### config.mk
export PLATFORM = sky130hd
export DESIGN_NAME = alu_arbiter
export DESIGN_NICKNAME = d
export VERILOG_FILES = /design/src/rtl/alu_arbiter.sv
export SDC_FILE = /design/constraint.sdc
export NUM_CORES = 1
export LEC_CHECK = 0
export ABC_AREA = 1
export BUFFER_PORTS_ARGS = -buffer_cell sky130_fd_sc_hd__buf_2
export CAP_MARGIN = 5
export CORE_ASPECT_RATIO = 1.5
export CORE_MARGIN = 5
export CORE_UTILIZATION = 41
export DETAILED_ROUTE_END_ITERATION = 6
export PLACE_DENSITY = 0.82
export SLEW_MARGIN = 20
export SYNTH_ARGS = -nofsm -noshare
export SYNTH_HDL_FRONTEND = slang
export SYNTH_SLANG_ARGS = --single-unit
### constraint.sdc
create_clock -name clk -period 1.32 [get_ports clk]
set_input_delay 0.066 -clock clk [delete_from_list [all_inputs] [get_ports clk]]
set_output_delay 0.066 -clock clk [all_outputs]
set_load 0.03 [all_outputs]
### src/rtl/alu_arbiter.sv
`default_nettype none
// ============================================================================
// Module   : alu_arbiter
// Purpose  : Two-requester front end for one shared combinational ALU
//            (IDLE -> EXEC -> RESP). Optional macro ALU_ARB_FIXED_PRIO_EN
//            replaces round-robin with fixed priority to requester 0.
// Revision : 1.0 - initial release
// ============================================================================
module alu_arbiter #(
  parameter int W = 32
) (
  input  logic         clk,
  input  logic         rst_n,
  input  logic         req_valid0,
  input  logic         req_valid1,
  output logic         req_ready0,
  output logic         req_ready1,
  input  logic [W-1:0] A0,
  input  logic [W-1:0] B0,
  input  logic [W-1:0] A1,
  input  logic [W-1:0] B1,
  input  logic [2:0]   ALUOp0,
  input  logic [2:0]   ALUOp1,
  output logic         resp_valid0,
  output logic         resp_valid1,
  input  logic         resp_ready0,
  input  logic         resp_ready1,
  output logic [W-1:0] C_out,
  output logic [W-1:0] alu_A,
  output logic [W-1:0] alu_B,
  output logic [2:0]   alu_Op,
  input  logic [W-1:0] alu_C,
  output logic         grant_id
);

  typedef enum logic [1:0] {
    IDLE = 2'd0,
    EXEC = 2'd1,
    RESP = 2'd2
  } state_t;

  state_t         state_q, state_d;
  logic [W-1:0]   alu_a_q, alu_a_d;
  logic [W-1:0]   alu_b_q, alu_b_d;
  logic [W-1:0]   c_out_q, c_out_d;
  logic [2:0]     alu_op_q, alu_op_d;
  logic           grant_q, grant_d;
  logic           sel;
  logic           any_valid;
  logic           accept;
  logic           rdy0, rdy1;
  logic           resp_ack;

  assign any_valid = req_valid0 | req_valid1;
  assign resp_ack  = grant_q ? resp_ready1 : resp_ready0;

`ifdef ALU_ARB_FIXED_PRIO_EN
  assign sel = ~req_valid0;
`else
  // last_q holds the most recent grant; reset to 1 so requester 0 wins first.
  logic last_q;

  assign sel = (req_valid0 & req_valid1) ? ~last_q : req_valid1;

  always_ff @(posedge clk or negedge rst_n) begin
    if (!rst_n) begin
      last_q <= 1'b1;
    end else if (accept) begin
      last_q <= sel;
    end
  end
`endif

  always_comb begin
    state_d  = state_q;
    alu_a_d  = alu_a_q;
    alu_b_d  = alu_b_q;
    alu_op_d = alu_op_q;
    c_out_d  = c_out_q;
    grant_d  = grant_q;
    rdy0     = 1'b0;
    rdy1     = 1'b0;
    accept   = 1'b0;
    case (state_q)
      IDLE: begin
        rdy0 = req_valid0 & ~sel;
        rdy1 = req_valid1 & sel;
        if (any_valid) begin
          accept   = 1'b1;
          state_d  = EXEC;
          grant_d  = sel;
          alu_a_d  = sel ? A1 : A0;
          alu_b_d  = sel ? B1 : B0;
          alu_op_d = sel ? ALUOp1 : ALUOp0;
        end
      end
      EXEC: begin
        c_out_d = alu_C;
        state_d = RESP;
      end
      RESP: begin
        if (resp_ack) begin
          state_d = IDLE;
        end
      end
      default: begin
        state_d = IDLE;
      end
    endcase
  end

  always_ff @(posedge clk or negedge rst_n) begin
    if (!rst_n) begin
      state_q  <= IDLE;
      alu_a_q  <= '0;
      alu_b_q  <= '0;
      alu_op_q <= '0;
      c_out_q  <= '0;
      grant_q  <= 1'b0;
    end else begin
      state_q  <= state_d;
      alu_a_q  <= alu_a_d;
      alu_b_q  <= alu_b_d;
      alu_op_q <= alu_op_d;
      c_out_q  <= c_out_d;
      grant_q  <= grant_d;
    end
  end

  // Ready is combinational from IDLE, so gate it to stay low while in reset.
  assign req_ready0  = rdy0 & rst_n;
  assign req_ready1  = rdy1 & rst_n;
  assign resp_valid0 = (state_q == RESP) & ~grant_q;
  assign resp_valid1 = (state_q == RESP) & grant_q;
  assign C_out       = c_out_q;
  assign alu_A       = alu_a_q;
  assign alu_B       = alu_b_q;
  assign alu_Op      = alu_op_q;
  assign grant_id    = grant_q;

endmodule
`default_nettype wire

==> metrics.yaml <==
grt_max_degree: 84
cp.buffers_inverters: 2
synth_cell_type_count: 15
grt_pass1_wl_um: 26500
n_antenna_cell: 0
critPathMaxFanout: 4
ir_drop_mv: 1.08
setup_viol_count_final: 73
outcome: "complete, but fails checks"
grt-ovfl-total: 0
max_stage_delay_ns: 0.41
design_area_sq_um: 8060
io_buffers: 275
cap_violations: 0
netSwitchingPower_mw: 9.93
fin_worst_skew_ns: 0.00706
worstSetupStartpointType: "register"
ys_ff_latch: 103
layout_setup_ws_ns: -0.0913
p_total_mw: 19.9
area_growth_pct: 52.9
min_path_type: "in2reg"
cts_tree: "done"
hold_viol: 0
syn-cell-area_sq_um: 5270
syn_area_per_cell_sq_um: 7.11
core_sq_um: 12600
die_y_um: 149
drt_iter0_markers: 340
antenna_found_initial: 0
layout_min_cycle_time_ns: 1.41
cts.sinks: 103
cts_root_buf: "clkbuf_16"
vias_per_cell: 4.91
ioPinCount: 276
drt-pass1-iter-count: 5
powerDensity_nw_per_um2: 2470
end_kind: "output port"
numCtsBuffers: 9
wirelength_um: 19600
slew_viol_final: 0
vias: 5983
pwr-share-clk_pct: 12.8
hpwl_um: 12200
wl_per_cell_um: 16.1
layout.nets: 1230
total_leakage_power_nw: 4.94
worst_pin_slew_ns: 0.439
swShare_pct: 49.8
internal_power_mw: 10.0
seqPwrFrac_pct: 28.8
placedInstanceArea_sq_um: 6870
crit_type: "reg2out"
critPathArrivalTime_ns: 1.35
post-route-util_pct: 64.1
ys_warn_count: 0
synth_fp_nets: 914
grt_pass1_vias: 5595
path_delay_family: "flip-flops"
crit_slowest_cell: "dfrtp_1"
clock_latency_ns: 0.34
cp_data_required_time_ns: 1.25
start_util_pct: 41.9
num_rows: 50
violations: "negative setup slack"
h-tree-depth: 3
groute.usage.overall_pct: 22.1
netlist_instances: 742
dieArea_sq_um: 15300
chipWidth_um: 103
drive_gt1_share_pct: 35.9
clockBufferDepth: 2
rsz0062_at_grt: "true"
min_period_over_period_pct: 107
routabilityCongestion: 0.910
clk_pin_slew_ns: 0.07
crit_path_cell_trace: "buf_6, nor2_4, nand3_2, nor2_4, buf_6"
max-slew-margin-rel_pct: 70.7
drc: 0
drt.antenna.violating_nets: 0
nFillCells: 1056
fmax_mhz: 709
combPwrFrac_pct: 58.4
yosysSeqAreaShare_pct: 48.9
[flip-flops by register name, summed over array words and instances, names as in the netlist]
name	cells
state_q	2
C_out	32
last_q	1
alu_B	32
alu_A	32
grant_id	1
alu_Op	3
[power by group through the flow]
| stage | registers, mW | clock network, mW | logic, mW |
|---|---|---|---|
| final | 5.74 | 2.55 | 11.6 |
| after global routing | 5.90 | 2.73 | 12.4 |
| after CTS | 5.65 | 2.61 | 10.3 |
| after detailed placement | 5.64 | 0 | 9.92 |
| after global placement | 5.66 | 0 | 9.69 |
| after floorplan | 8.65 | 0 | 3.58 |
[layout make-up]
cell class	instances	area, sq um	share of cell area, %
Clock inverter	7	56.3	0.698
Sequential cell	103	2580	32.0
Multi-Input combinational cell	452	2110	26.1
Timing Repair Buffer	351	2360	29.3
Inverter	141	537	6.66
Tap cell	156	195	2.42
Clock buffer	9	225	2.79
[placed cells by master, fill, tap and decap left out]
| cell type | n |
|---|---|
| buf_12 | 9 |
| buf_2 | 270 |
| buf_4 | 17 |
| buf_6 | 11 |
| buf_8 | 1 |
| clkbuf_16 | 18 |
| clkinv_2 | 2 |
| clkinv_4 | 3 |
| dfrtp_1 | 102 |
| dfstp_2 | 1 |
| dlygate4sd3_1 | 34 |
| inv_1 | 136 |
| inv_2 | 3 |
| inv_4 | 1 |
| inv_6 | 2 |
| inv_8 | 1 |
| nand2_1 | 253 |
| nand2_2 | 19 |
| nand2_4 | 3 |
| nand3_1 | 155 |
| nand3_2 | 11 |
| nand3_4 | 2 |
| nor2_2 | 2 |
| nor2_4 | 6 |
| o21ai_0 | 1 |
[repair_timing]
action	4_1_cts	5_1_grt
cloned	0	11
hold buffers	34	0
gates resized for setup	28	39
hold endpoints to repair	135	0
pin swaps	4	22
buffers inserted	7	4
endpoints found under the setup margin	4	105
[cell families (layout without fill, tap and decap cells)]
group	Yosys count	in the layout	share of synthesized area, %
and+or+nand+nor	451	451	36.3
buffers and inverters	187	508	14.7
DFF	103	103	48.9
AOI/OAI and AO/OA	1	1	0.0948
[through the flow]
| stage | setup TNS, ns | instances | hold WS, ns | setup slack [ns] |
|---|---|---|---|---|
| 2_1_floorplan | 0 | 742 | -0.230 | 0.0422 |
| 3_3_place_gp | 0 | 1147 | 0.128 | 0.0716 |
| 3_5_place_dp | 0 | 1147 | 0.135 | 0.0328 |
| 4_1_cts | -0.951 | 1204 | 0.00191 | -0.0758 |
| 5_1_grt | -10.48 | 1219 | 0.0163 | -0.169 |
| 6_report | -2.43 | 1219 | 0.0141 | -0.0913 |
[per-layer routing]
layer  GRT usage, %  part of all wire, %  vias up
met2           39.6                   53      348
met4           10.2                  3.7        0
met3           4.96                  8.9       55
met1           24.1                   35     2715
met5              0                    0        -
li1               -                    -     2865
[Yosys cell counts]
cell type,instances,area share (%)
buf_4,4,0.57
inv_1,138,9.8
nor2_4,1,0.21
dfstp_2,1,0.50
o21ai_0,1,0.095
buf_6,5,1.1
inv_2,3,0.21
nand2_1,275,20
buf_1,1,0.071
nor2_2,1,0.12
nand3_1,168,16
clkbuf_1,18,1.3
nor2_1,6,0.43
dfrtp_1,102,48
buf_2,18,1.7
[worst reg2reg max path, cell delays in order (launching register included)]
cell and delay [ns]:
dfrtp_1 0.41, buf_6 0.13, inv_2 0.04, nand2_2 0.05, nor2_4 0.18, clkinv_4 0.14, clkbuf_16 0.22, nand2_1 0.08
nand2_1 0.06
[worst paths after layout]
check | start | endpoint | slack, ns | depth (start not counted)
worst min register to register | C_out[31]$_DFFE_PN0N_ | C_out[31]$_DFFE_PN0N_ | 0.47 | 2
worst max-delay path | state_q[0]$_DFFE_PN0P_ | req_ready0 | -0.09 | 5
min in group asynchronous | rst_n | C_out[26]$_DFFE_PN0N_ | 0.49 | 3
worst max register to register | state_q[0]$_DFFE_PN0P_ | alu_B[25]$_DFFE_PN0P_ | -0.08 | 8
max in group asynchronous | rst_n | last_q$_DFFE_PN1P_ | 0.43 | 3
worst min-delay path | A0[22] | alu_A[22]$_DFFE_PN0P_ | 0.01 | 5
Power figures use the tool's default switching activity.
